## config.mk

```make
export PLATFORM = sky130hd
export DESIGN_NAME = sme_stim_driver_flat
export DESIGN_NICKNAME = d
export VERILOG_FILES = /design/src/rtl/sme_stim_driver_if.sv /design/src/rtl/sme_stim_driver.sv /design/src/flat_wrapper.sv
export SDC_FILE = /design/constraint.sdc
export NUM_CORES = 1
export LEC_CHECK = 0
export ABC_AREA = 1
export BUFFER_PORTS_ARGS = -buffer_cell sky130_fd_sc_hd__buf_4
export CELL_PAD_IN_SITES_DETAIL_PLACEMENT = 1
export CELL_PAD_IN_SITES_GLOBAL_PLACEMENT = 1
export CORE_ASPECT_RATIO = 2
export CORE_MARGIN = 2
export CORE_UTILIZATION = 45
export DETAILED_ROUTE_END_ITERATION = 7
export GPL_ROUTABILITY_DRIVEN = 0
export PLACE_DENSITY_LB_ADDON = 0.1
export SYNTH_ARGS = -nofsm -noshare
export SYNTH_HDL_FRONTEND = slang
export SYNTH_SLANG_ARGS = --single-unit
```

## constraint.sdc

```tcl
create_clock -name clk -period 3 [get_ports clk]
set_clock_uncertainty 0.05 [all_clocks]
set_input_delay 0.6 -clock clk [delete_from_list [all_inputs] [get_ports clk]]
set_output_delay 0.6 -clock clk [all_outputs]
set_load 0.1 [all_outputs]
```

## src/rtl/sme_stim_driver_if.sv

```systemverilog
// Byte bus between the stimulus driver and the string-matching engine.
interface sme_stim_driver_if;
  logic [7:0] chardata;
  logic       isstring;
  logic       ispattern;
  logic       valid;
  logic       match;
  logic [4:0] match_index;

  modport master (
    output chardata, isstring, ispattern,
    input  valid, match, match_index
  );

  modport slave (
    input  chardata, isstring, ispattern,
    output valid, match, match_index
  );
endinterface

```

## src/rtl/sme_stim_driver.sv

```systemverilog
// Loads string/pattern buffers from the host, streams them to the SME and returns one result.
module sme_stim_driver #(
  parameter int unsigned STR_DEPTH = 32,
  parameter int unsigned PAT_DEPTH = 8,
  parameter int unsigned TIMEOUT   = 255
) (
  input  logic       clk,
  input  logic       reset,
  input  logic       wr_en,
  input  logic       wr_sel,
  input  logic [7:0] wr_data,
  input  logic       clr,
  input  logic       start,
  input  logic       reuse_str,
  output logic       busy,
  output logic       res_valid,
  output logic       res_match,
  output logic [4:0] res_index,
  output logic       res_timeout,
  output logic       err,
  sme_stim_driver_if.master sme
);

  localparam int unsigned SLW = $clog2(STR_DEPTH + 1);
  localparam int unsigned PLW = $clog2(PAT_DEPTH + 1);
  localparam int unsigned SAW = $clog2(STR_DEPTH);
  localparam int unsigned PAW = $clog2(PAT_DEPTH);
  localparam int unsigned CW  = $clog2(TIMEOUT + 1);

  typedef enum logic [2:0] {IDLE, SEND_S, SEND_P, WAIT, REPORT} state_t;

  state_t         state, state_d;
  logic [SLW-1:0] idx, idx_d;
  logic [SLW-1:0] s_len, s_len_d, s_base;
  logic [PLW-1:0] p_len, p_len_d, p_base;
  logic [CW-1:0]  cnt, cnt_d;
  logic           err_d, res_match_d, res_timeout_d;
  logic [4:0]     res_index_d;
  logic           s_we, p_we;
  logic [SAW-1:0] s_waddr;
  logic [PAW-1:0] p_waddr;
  logic [7:0]     chardata_d;
  logic           isstring_d, ispattern_d;

  logic [7:0] str_mem [STR_DEPTH];
  logic [7:0] pat_mem [PAT_DEPTH];

  // State register
  always_ff @(posedge clk) begin
    if (reset) state <= IDLE;
    else       state <= state_d;
  end

  // Next state, buffer bookkeeping and next values of the registered outputs
  always_comb begin
    state_d       = state;
    idx_d         = idx;
    cnt_d         = cnt;
    s_len_d       = s_len;
    p_len_d       = p_len;
    s_base        = s_len;
    p_base        = p_len;
    err_d         = err;
    res_match_d   = res_match;
    res_index_d   = res_index;
    res_timeout_d = res_timeout;
    s_we          = 1'b0;
    p_we          = 1'b0;
    s_waddr       = '0;
    p_waddr       = '0;

    case (state)
      IDLE: begin
        if (start) begin
          if (p_len != '0 && (reuse_str || s_len != '0)) begin
            state_d = reuse_str ? SEND_P : SEND_S;
            idx_d   = '0;
            err_d   = 1'b0;
          end else begin
            err_d = 1'b1;
          end
        end
        // clr acts before a same-cycle write so the byte lands at index 0
        if (!wr_sel) begin
          s_base  = clr ? '0 : s_len;
          s_len_d = s_base;
          if (wr_en) begin
            if (s_base == SLW'(STR_DEPTH)) begin
              err_d = 1'b1;
            end else begin
              s_we    = 1'b1;
              s_waddr = s_base[SAW-1:0];
              s_len_d = SLW'(s_base + 1'b1);
            end
          end
        end else begin
          p_base  = clr ? '0 : p_len;
          p_len_d = p_base;
          if (wr_en) begin
            if (p_base == PLW'(PAT_DEPTH)) begin
              err_d = 1'b1;
            end else begin
              p_we    = 1'b1;
              p_waddr = p_base[PAW-1:0];
              p_len_d = PLW'(p_base + 1'b1);
            end
          end
        end
      end
      SEND_S: begin
        if (SLW'(idx + 1'b1) == s_len) begin
          state_d = SEND_P;
          idx_d   = '0;
        end else begin
          idx_d = SLW'(idx + 1'b1);
        end
      end
      SEND_P: begin
        if (SLW'(idx + 1'b1) == SLW'(p_len)) begin
          state_d = WAIT;
          idx_d   = '0;
          cnt_d   = '0;
        end else begin
          idx_d = SLW'(idx + 1'b1);
        end
      end
      WAIT: begin
        // A valid arriving in the last allowed cycle still gives a normal result
        if (sme.valid) begin
          state_d       = REPORT;
          res_match_d   = sme.match;
          res_index_d   = sme.match_index;
          res_timeout_d = 1'b0;
        end else if (cnt == CW'(TIMEOUT - 1)) begin
          state_d       = REPORT;
          res_match_d   = 1'b0;
          res_index_d   = '0;
          res_timeout_d = 1'b1;
        end else begin
          cnt_d = CW'(cnt + 1'b1);
        end
      end
      REPORT: state_d = IDLE;
      default: state_d = IDLE;
    endcase

    isstring_d  = (state_d == SEND_S);
    ispattern_d = (state_d == SEND_P);
    if (isstring_d)       chardata_d = str_mem[idx_d[SAW-1:0]];
    else if (ispattern_d) chardata_d = pat_mem[idx_d[PAW-1:0]];
    else                  chardata_d = 8'h00;
  end

  // Buffer storage; contents survive reset, only the lengths are cleared
  always_ff @(posedge clk) begin
    if (s_we) str_mem[s_waddr] <= wr_data;
    if (p_we) pat_mem[p_waddr] <= wr_data;
  end

  // Datapath and output registers
  always_ff @(posedge clk) begin
    if (reset) begin
      idx           <= '0;
      cnt           <= '0;
      s_len         <= '0;
      p_len         <= '0;
      err           <= 1'b0;
      busy          <= 1'b0;
      res_valid     <= 1'b0;
      res_match     <= 1'b0;
      res_index     <= '0;
      res_timeout   <= 1'b0;
      sme.chardata  <= '0;
      sme.isstring  <= 1'b0;
      sme.ispattern <= 1'b0;
    end else begin
      idx           <= idx_d;
      cnt           <= cnt_d;
      s_len         <= s_len_d;
      p_len         <= p_len_d;
      err           <= err_d;
      busy          <= (state_d != IDLE);
      res_valid     <= (state_d == REPORT);
      res_match     <= res_match_d;
      res_index     <= res_index_d;
      res_timeout   <= res_timeout_d;
      sme.chardata  <= chardata_d;
      sme.isstring  <= isstring_d;
      sme.ispattern <= ispattern_d;
    end
  end

endmodule

```

## src/flat_wrapper.sv

```systemverilog
// flat-port wrapper written by rule: the top's interface ports become plain ports
module sme_stim_driver_flat 
#(
  parameter int unsigned STR_DEPTH = 32,
  parameter int unsigned PAT_DEPTH = 8,
  parameter int unsigned TIMEOUT   = 255
)
  (clk, reset, wr_en, wr_sel, wr_data, clr, start, reuse_str, busy, res_valid, res_match, res_index, res_timeout, err, sme_chardata, sme_isstring, sme_ispattern, sme_valid, sme_match, sme_match_index);
  sme_stim_driver_if sme_i ();
  input  logic clk;
  input  logic reset;
  input  logic wr_en;
  input  logic wr_sel;
  input  logic [7:0] wr_data;
  input  logic clr;
  input  logic start;
  input  logic reuse_str;
  output logic busy;
  output logic res_valid;
  output logic res_match;
  output logic [4:0] res_index;
  output logic res_timeout;
  output logic err;
  output wire logic [$bits(sme_i.chardata)-1:0] sme_chardata;
  output wire logic [$bits(sme_i.isstring)-1:0] sme_isstring;
  output wire logic [$bits(sme_i.ispattern)-1:0] sme_ispattern;
  input wire logic [$bits(sme_i.valid)-1:0] sme_valid;
  input wire logic [$bits(sme_i.match)-1:0] sme_match;
  input wire logic [$bits(sme_i.match_index)-1:0] sme_match_index;
  assign sme_chardata = sme_i.chardata;
  assign sme_isstring = sme_i.isstring;
  assign sme_ispattern = sme_i.ispattern;
  assign sme_i.valid = sme_valid;
  assign sme_i.match = sme_match;
  assign sme_i.match_index = sme_match_index;
  sme_stim_driver #(.STR_DEPTH(STR_DEPTH), .PAT_DEPTH(PAT_DEPTH), .TIMEOUT(TIMEOUT)) u_core (.clk(clk), .reset(reset), .wr_en(wr_en), .wr_sel(wr_sel), .wr_data(wr_data), .clr(clr), .start(start), .reuse_str(reuse_str), .busy(busy), .res_valid(res_valid), .res_match(res_match), .res_index(res_index), .res_timeout(res_timeout), .err(err), .sme(sme_i));
endmodule
```

### Word-level counts from Yosys, hierarchy flattened

Memories as Yosys holds them, arrays and structs flattened.
Index checks and enable logic that the tools add are counted.

| cells by class | value |
|---|---|
| bitwise logic cells | 1 |
| reductions and logical operators | 14 |
| $add $sub $neg | 4 |
| muxes and demuxes | 58 |
| eq/ne operators | 16 |

Operators by type and width:

| operator | count |
|---|---|
| $mux 6 | 7 |
| $mux 8 | 5 |
| $mux 3 | 10 |
| $mux 5 | 6 |
| $mux 1 | 23 |
| $pmux 6 s3 | 1 |
| $pmux 8 s2 | 1 |
| $add 6x1->6 const B | 2 |
| $mux 4 | 3 |
| $pmux 3 s4 | 1 |
| $eq 3x2->1 const B | 3 |
| $add 8x1->8 const B | 1 |
| $eq 8x8->1 const B | 1 |
| $eq 3x1->1 const B | 2 |
| $eq 6x4->1 | 1 |
| $eq 6x6->1 | 1 |
| $eq 6x6->1 const B | 1 |
| $ne 2x2->1 const B | 3 |
| $reduce_and 2->1 | 3 |
| $reduce_bool 3->1 | 2 |
| $reduce_bool 6->1 | 1 |
| $add 4x1->4 const B | 1 |
| $eq 4x4->1 const B | 1 |
| $ne 2x1->1 const B | 2 |
| 10 further kinds | 11 |

| word-level totals | value |
|---|---|
| flip-flop bits (word level) | 47 |
| memories | 2 |
| memory bits (writable) | 320 |

Memories:

| memory | depth | width | rd ports | clocked after Yosys merged registers in | write ports | line | text |
|---|---|---|---|---|---|---|---|
| u_core.str_mem | 32 | 8 | 1 | 0 | 1 | sme_stim_driver.sv:45 | `logic [7:0] str_mem [STR_DEPTH];` |
| u_core.pat_mem | 8 | 8 | 1 | 0 | 1 | sme_stim_driver.sv:46 | `logic [7:0] pat_mem [PAT_DEPTH];` |

### Logic depth before layout (Yosys ltp)

Gate-level depths: netlist of the first run.

| depth | value |
|---|---|
| depth in word-level cells | 9 |
| depth in mapped cells | 20 |

### Worst setup path after synthesis of the first run

No wires, ideal clock.

| timing | value |
|---|---|
| path kind | input to register |
| start | input clr |
| end | memory u_core.pat_mem[7][0], enable pin |
| stages | 7 |
| setup time | 0.383 ns |
| slack | 0.343 ns |
| required time | 2.567 ns |
| arrival time | 2.224 ns |
| cells stage by stage | clkbuf_1 > nor2_1 > inv_1 > ha_1 > a31oi_1 > nand2_1 > nor3_1 |

| between the ends | value |
|---|---|
| cells in the longest elaborated chain, start to end | 8 |
| elaborated cells on any way between the ends | 12 |
| classes of those cells | 1 x eq/ne; 11 x mux |

Ends and longest elaborated chain:

| element | line | text |
|---|---|---|
| start: declaration | flat_wrapper.sv:15 | `input logic clr;` |
| $mux 4 (*) | sme_stim_driver.sv:97 | `p_base = clr ? '0 : p_len;` |
| $eq 4x4->1 | sme_stim_driver.sv:100 | `if (p_base == PLW'(PAT_DEPTH)) begin` |
| $mux 1 | sme_stim_driver.sv:100 |  |
| $mux 1 | sme_stim_driver.sv:99 | `if (wr_en) begin` |
| $mux 1 | sme_stim_driver.sv:84 | `if (!wr_sel) begin` |
| $mux 1 | sme_stim_driver.sv:72 | `case (state)` |
| $mux 1 | sme_stim_driver.sv:157 | `if (p_we) pat_mem[p_waddr] <= wr_data;` |
| $mux 1 (implied by the code) | sme_stim_driver.sv:157 |  |
| end: declaration | sme_stim_driver.sv:46 |  |

Every way passes the cells marked *; elsewhere a longest branch is shown, timed or not.

### Worst setup path after layout of the first run

| timing | value |
|---|---|
| start | register u_core.idx[1] |
| end | register u_core.sme.chardata[6] |

| between the ends | value |
|---|---|
| cells in the longest elaborated chain, start to end | 7 |
| elaborated cells on any way between the ends | 17 |
| classes of those cells | 1 x add/sub; 4 x eq/ne; 10 x mux; 2 x memory |

Ends and longest elaborated chain:

| element | line | text |
|---|---|---|
| start: declaration | sme_stim_driver.sv:33 | `logic [SLW-1:0] idx, idx_d;` |
| start signal: assignment | sme_stim_driver.sv:177 | `idx <= idx_d;` |
| branches (longest 6 deep; another with $mem_v2 32x8) | - |  |
| $mux 8 (*) | sme_stim_driver.sv:149 | `if (isstring_d) chardata_d = str_mem[idx_d[SAW-1:0]];` |
| end signal: assignment | sme_stim_driver.sv:187 | `sme.chardata <= chardata_d;` |
| end: declaration | sme_stim_driver_if.sv:11 | `output chardata, isstring, ispattern,` |

Mark *: on every way between the ends. The select of a mux whose other input is x is not followed.
A chain may end at the register's enable or synchronous reset.

==> results of run 1 <==
==> metal layers <==
| layer | up-vias | wire length [um] | GRT usage [%] | part of all wire, % |
|---|---|---|---|---|
| li1 | 6109 | - | - | - |
| met2 | 486 | 32300 | 57.0 | 55 |
| met3 | 177 | 2560 | 2.89 | 4.4 |
| met4 | 0 | 3710 | 17.7 | 6.3 |
| met5 | - | 0 | 0 | 0 |
| met1 | 6808 | 20000 | 31.5 | 34 |
==> power breakdown <==
group / leakage, nW / internal [mW] / switching, mW
logic: 4.65 / 1.04 / 1.74
clock network: 0.554 / 2.54 / 1.96
registers: 3.26 / 5.60 / 0.0454
total: 8.47 / 9.18 / 3.75
==> synth_stat cells, drive strengths merged (7+ instances only) <==
cell / n
nand3: 278
dfxtp: 47
o211ai: 9
buf: 60
nand4: 130
nor3: 12
clkbuf: 34
a21oi: 28
inv: 302
ha: 7
nor2: 117
o21ai: 41
edfxtp: 320
o21a: 8
o221ai: 8
nand2: 255
==> worst register-to-register path, cell delays in order, from the launching register on <==
cell	delay (ns)
dfxtp_2	0.34
ha_4	0.30
inv_1	0.06
nand2_1	0.05
nand2_1	0.05
nor2_1	0.08
nand3_1	0.09
nor2_2	0.13
nand3_4	0.13
nand3_4	0.13
nand3_4	0.10
buf_4	0.17
bufbuf_16	0.27
nand2_1	0.14
nand3_1	0.09
nand3_1	0.09
nand3_1	0.13
nand3_2	0.16
nand3_1	0.16
a21oi_2	0.15
==> area by class of cell <==
cell class | count | area, um^2
multi-input cells | 920 | 4830
fillers | 3966 | 16000
well taps | 454 | 568
repair buffers | 239 | 2330
clock buffers | 44 | 918
flip-flops and latches | 367 | 10600
clock inverters | 17 | 208
inverters | 302 | 1140
==> worst paths after layout <==
| kind | from | to | slack (ns) | cells after the start |
|---|---|---|---|---|
| worst max-delay path | u_core.idx[1]$_SDFF_PP0_ | u_core.sme.chardata[6]$_SDFF_PP0_ | 0.07 | 19 |
| worst min-delay path | sme_match_index[1] | u_core.res_index[1]$_SDFFE_PP0P_ | 0.27 | 3 |
| worst max register to register | u_core.idx[1]$_SDFF_PP0_ | u_core.sme.chardata[6]$_SDFF_PP0_ | 0.07 | 19 |
| worst min register to register | u_core.res_index[1]$_SDFFE_PP0P_ | u_core.res_index[1]$_SDFFE_PP0P_ | 0.41 | 2 |
==> timing repair <==
action / CTS / global route
gates resized for setup: 38 / 39
setup endpoints to repair: 8 / 14
pin swaps: 11 / 16
buffers inserted: 3 / 7
cloned: 7 / 4
==> cell families (layout without fill, tap and decap cells) <==
group,after synthesis,in the layout,share of synthesized area [%]
DFF,367,367,63.3
adders and majority gates,7,7,0.525
xor gates and xnor gates,3,3,0.158
and+or+nand+nor,800,800,22.6
AOI/OAI and AO/OA,110,110,4.07
buffers and inverters,396,602,9.39
==> metrics by stage <==
step / TNS [ns] / setup WS (ns)
finish: 0 / 0.0698
global route: -0.0379 / -0.0152
CTS: -0.0176 / -0.0104
detailed placement: -1.68 / -0.280
global placement: -0.940 / -0.169
floorplan: 0 / 0.343
==> state kept, by name (all words and copies together) (netlist names) <==
| signal | count |
|---|---|
| u_core.s_len | 6 |
| u_core.idx | 6 |
| u_core.sme.isstring | 1 |
| u_core.res_valid | 1 |
| u_core.p_len | 4 |
| u_core.sme.ispattern | 1 |
| u_core.res_match | 1 |
| u_core.err | 1 |
| u_core.state | 3 |
| u_core.res_index | 5 |
| u_core.busy | 1 |
| u_core.sme.chardata | 8 |
| u_core.res_timeout | 1 |
| u_core.pat_mem | 64 |
| u_core.cnt | 8 |
| u_core.str_mem | 256 |
==> flow_summary.yaml, run 1 <==
power:
  power_mw: 12.9
  p_leak_nw: 8.47
  power.density_nw_per_um2: 629
  peakVddDrop_mv: 0.614
layout:
  layout_commonest_cell: "edfxtp_1"
  design_area_um2: 20600
  post_route_cells_drive_above_1_share_pct: 19.4
  final_cells: 2343
  fin_util_pct: 56.2
  final_cell_mix: "320 x edfxtp_1, 292 x inv_1, 248 x nand2_1"
  layout.nets: 1893
  num_antenna_cells: 0
  syn2layout_area_growth_pct: 23.2
timing:
  fmax_ghz: 0.341
  period_minus_slack_ns: 2.93
  fin_crit_sh_pct: 97.7
  whs_ns: 0.273
  slew_violations: 0
  setup_viol: 0
  worst_pin_slew_ns: 0.634
  slew_headroom_pct: 57.6
  finalHoldViolCount: 0
cts:
  path_clk_slew_ns: 0.07
  htree_levels: 2
  cts_tree: "yes"
  numCtsBuffers: 34
  hold_buffers: 0
  clock_latency_ns: 0.54
  ctsRootBufferMaster: "clkbuf_16"
  clock_sinks: 367
  clockBufferDepth: 3
critical_path:
  arrival_ns: 3.36
  crit_type: "register to register"
  worst-path-max-fanout: 5
  cp_top_family: "simple AND/OR/NAND/NOR gates"
  cp_common_cell: "nand3_1"
  path_cells: "ha_4, inv_1, nand2_1, nand2_1, nor2_1, nand3_1, nor2_2, nand3_4, nand3_4, nand3_4, buf_4, bufbuf_16, nand2_1, nand3_1, nand3_1, nand3_1, nand3_2, nand3_1, a21oi_2"
  worst-path-buf-inv: 3
  cp.required_ns: 3.43
  crit_path_max_incr_delay_ns: 0.34
  endpoint_kind: "register"
  worst_path_max_delay_cell: "dfxtp_2"
  startpoint_type: "register"
detailed_routing:
  via_count: 13600
  wl_per_cell_um: 25.0
  drtIter0Drc: 859
  ant_nets: 0
  viasPerCell: 5.80
  totalWireLength_um: 58600
  drt_pass1_iterations: 5
  drc: 0
grt:
  grt_pass1_vias: 14500
  track_usage_pct: 30.0
  grt_max_degree: 59
  gr-total-overflow: 0
  antenna_found_initial: 0
  grt_pass1_wl_um: 86700
floorplan:
  rows: 99
  core_um2: 36500
  die_y_um: 276
  io_pins: 42
  dieWidth_um: 140
  dieArea_um2: 38700
  start_util_pct: 45.6
synthesis:
  async_flop_share_pct: 0
  synth_seq_cells: 367
  synth_area_um2: 16700
  yosys_warnings: 0
  ys_seq_area_share_pct: 63.3
  avgSynthCellArea_um2: 9.91
  synth_area_leaders: "edfxtp_1 58%, nand3_1 8.3%, inv_1 6.6%"
  syn_inst: 1683
  synthFlopType: "edfxtp_1"
  synth_cell_types: 41
  syn_nets: 1712
  synth_top_area_share_pct: 57.6
  synth_edf_count: 320
  yosysTopAreaCell: "edfxtp_1"
job:
  maxCapViolations: 0
placed_design:
  port-buffer-count: 41
  placed_area_um2: 18700
  dp_hpwl_um: 37900
  placed_cells: 2261
worst_hold_path:
  min_path_type: "input port to register"
outcome:
  status: "finished clean"
(Power assumes the default switching activity.)
==> inputs of run 2 (changes only) <==
==> constraint.sdc (replaced) <==
create_clock -name clk -period 2.7 [get_ports clk]
set_clock_uncertainty 0.05 [all_clocks]
set_input_delay 0.54 -clock clk [delete_from_list [all_inputs] [get_ports clk]]
set_output_delay 0.54 -clock clk [all_outputs]
set_load 0.1 [all_outputs]
==> flow_summary.yaml, run 2 (same netlist as run 1, synthesis figures left out) <==
outcome:
  status: "finished with violations"
  violations: "negative setup slack"
grt:
  grt_pass1_wl_um: 90200
  grt_max_degree: 41
  gr-total-overflow: 0
  track_usage_pct: 31.2
  grt_pass1_vias: 15200
  antenna_found_initial: 0
layout:
  final_cell_mix: "320 x edfxtp_1, 293 x inv_1, 237 x nand2_1"
  layout.nets: 1954
  layout_commonest_cell: "edfxtp_1"
  multi_input_area_um2: 5180
  post_route_cells_drive_above_1_share_pct: 25.4
  regMostFlops: "u_core.str_mem"
  num_antenna_cells: 0
  reg_top3: "u_core.str_mem (256), u_core.pat_mem (64)"
  fin_util_pct: 59.1
  n_fill_cell: 3961
  syn2layout_area_growth_pct: 29.6
  largest_reg_flops: 256
  seqCellArea_um2: 10600
critical_path:
  reg2reg_to: "u_core.sme.chardata[0]$_SDFF_PP0_"
  crit_path_max_incr_delay_ns: 0.36
  cp.required_ns: 3.11
  path_cells: "buf_4, nand2_1, nor2_4, nand2_2, nand2_2, nor2_2, nor2_1, nand3_4, nand3_2, nand3b_1, buf_6, buf_4, clkbuf_16, o21ai_1, o221ai_1, nand3_4, a21oi_1"
  crit_type: "register to register"
  r2r-start: "u_core.idx[1]$_SDFF_PP0_"
  worst_path_max_delay_cell: "dfxtp_2"
  reg2reg_depth: 17
  startpoint_type: "register"
  ff2ff_setup_slack_ns: -0.22
  worst-path-max-fanout: 10
  arrival_ns: 3.32
  endpoint_kind: "register"
cts:
  path_clk_slew_ns: 0.07
  htree_levels: 1
  numCtsBuffers: 31
  clock_sinks: 367
  cts_tree: "yes"
  clock_latency_ns: 0.60
  clockBufferDepth: 3
  ctsRootBufferMaster: "clkbuf_16"
placed_design:
  port-buffer-count: 41
  dpl_worst_slack_ns: -0.596
  dp_hpwl_um: 38600
power:
  peakVddDrop_mv: 0.660
  p_leak_nw: 8.90
  power_mw: 14.8
  p_sw_share_pct: 29.2
  cellInternalPower_mw: 10.5
  p_seq_share_pct: 42.3
  comb_power_share_pct: 24.1
  p_sw_mw: 4.33
  power.density_nw_per_um2: 686
  pwr-share-clk_pct: 33.6
timing:
  fmax_ghz: 0.343
  rsz0062_at_grt: "yes"
  fin_ws_ns: -0.215
  finalHoldViolCount: 0
  slew_violations: 0
  fin_crit_sh_pct: 108
  worst_pin_slew_ns: 0.634
  setup_viol: 8
  period_minus_slack_ns: 2.92
  slew_headroom_pct: 57.8
floorplan:
  core_um2: 36500
  dieArea_um2: 38700
  dieWidth_um: 140
  die_y_um: 276
  start_util_pct: 45.6
  io_pins: 42
  rows: 99
detailed_routing:
  viasPerCell: 5.78
  via_count: 13900
  drtIter0Drc: 969
  drt_pass1_iterations: 7
  drc: 0
  ant_nets: 0
  totalWireLength_um: 60900
  wl_per_cell_um: 25.3
worst_hold_path:
  hold_depth: 3
  whs_endpoint: "u_core.res_index[4]$_SDFFE_PP0P_"
  hp-start: "sme_match_index[4]"
  min_path_type: "input port to register"
job:
  maxCapViolations: 0
## run 2: cell types whose count changed in the layout (fill, tap and decap cells not counted), moves of 10 or more
cell	previous run	this run
nand2_1	248	237
buf_6	3	22
nand3_1	245	208
nand2_2	6	17
buf_4	203	236
nor2_1	110	100
nand3_2	27	56
## run 2: through the flow
| stage | instance area, um^2 | hold slack (ns) | std cells | TNS [ns] |
|---|---|---|---|---|
| after detailed placement | 19000 | 0.413 | 2303 | -4.08 |
| after floorplan | 16700 | 0.408 | 1683 | 0 |
| after global routing | 21600 | 0.166 | 2404 | -2.52 |
| after global placement | 19000 | 0.402 | 2303 | -2.59 |
| final | 21600 | 0.155 | 2404 | -1.33 |
| after CTS | 21200 | 0.136 | 2397 | -0.854 |
## run 2: per-layer routing
metal | global-route usage, % | part of all wire (%) | wire length (um)
met5 | 0 | 0 | 0
met4 | 21.4 | 8.0 | 4900
met3 | 3.38 | 4.4 | 2670
met2 | 59.1 | 54 | 33100
met1 | 31.4 | 33 | 20200
## run 2: repair_timing
action,CTS,global route
hold buffers,0,0
gates resized for setup,119,82
pin swaps,49,37
buffers inserted,24,6
setup endpoints to repair,16,247
gates cloned,12,1
## run 2: layout make-up
class / count / area share [%]
Sequential cell: 367 / 48.9
Multi-Input combinational cell: 920 / 24.0
Timing Repair Buffer: 303 / 14.1
Inverter: 302 / 5.31
Clock buffer: 36 / 3.72
Tap cell: 454 / 2.63
Clock inverter: 22 / 1.42
## run 2: power groups by stage
stage	sequential (mW)	clock [mW]	combinational, mW
2_1_floorplan	6.56	0	1.31
3_3_place_gp	6.39	0	2.66
3_5_place_dp	6.39	0	2.73
4_1_cts	6.27	5.04	3.40
5_1_grt	6.28	5.22	3.78
6_report	6.28	4.99	3.57
## run 2: worst max path at each step
stage | start | end | slack, ns
after floorplan | clr | u_core.pat_mem[7][0]$_DFFE_PP_ | 0.10
after global placement | u_core.idx[0]$_SDFF_PP0_ | u_core.sme.chardata[1]$_SDFF_PP0_ | -0.45
after detailed placement | reuse_str | u_core.sme.chardata[1]$_SDFF_PP0_ | -0.60
after CTS | u_core.idx[0]$_SDFF_PP0_ | u_core.sme.chardata[1]$_SDFF_PP0_ | -0.16
after global routing | u_core.idx[0]$_SDFF_PP0_ | u_core.sme.chardata[0]$_SDFF_PP0_ | -0.35
final | u_core.idx[1]$_SDFF_PP0_ | u_core.sme.chardata[0]$_SDFF_PP0_ | -0.22
## run 2: critical path: cells and delay by family (launching register included)
family	cells	cell delay, ns
simple gates	10	1.29
buf+inv	4	0.66
compound gates	3	0.41
flops	1	0.36
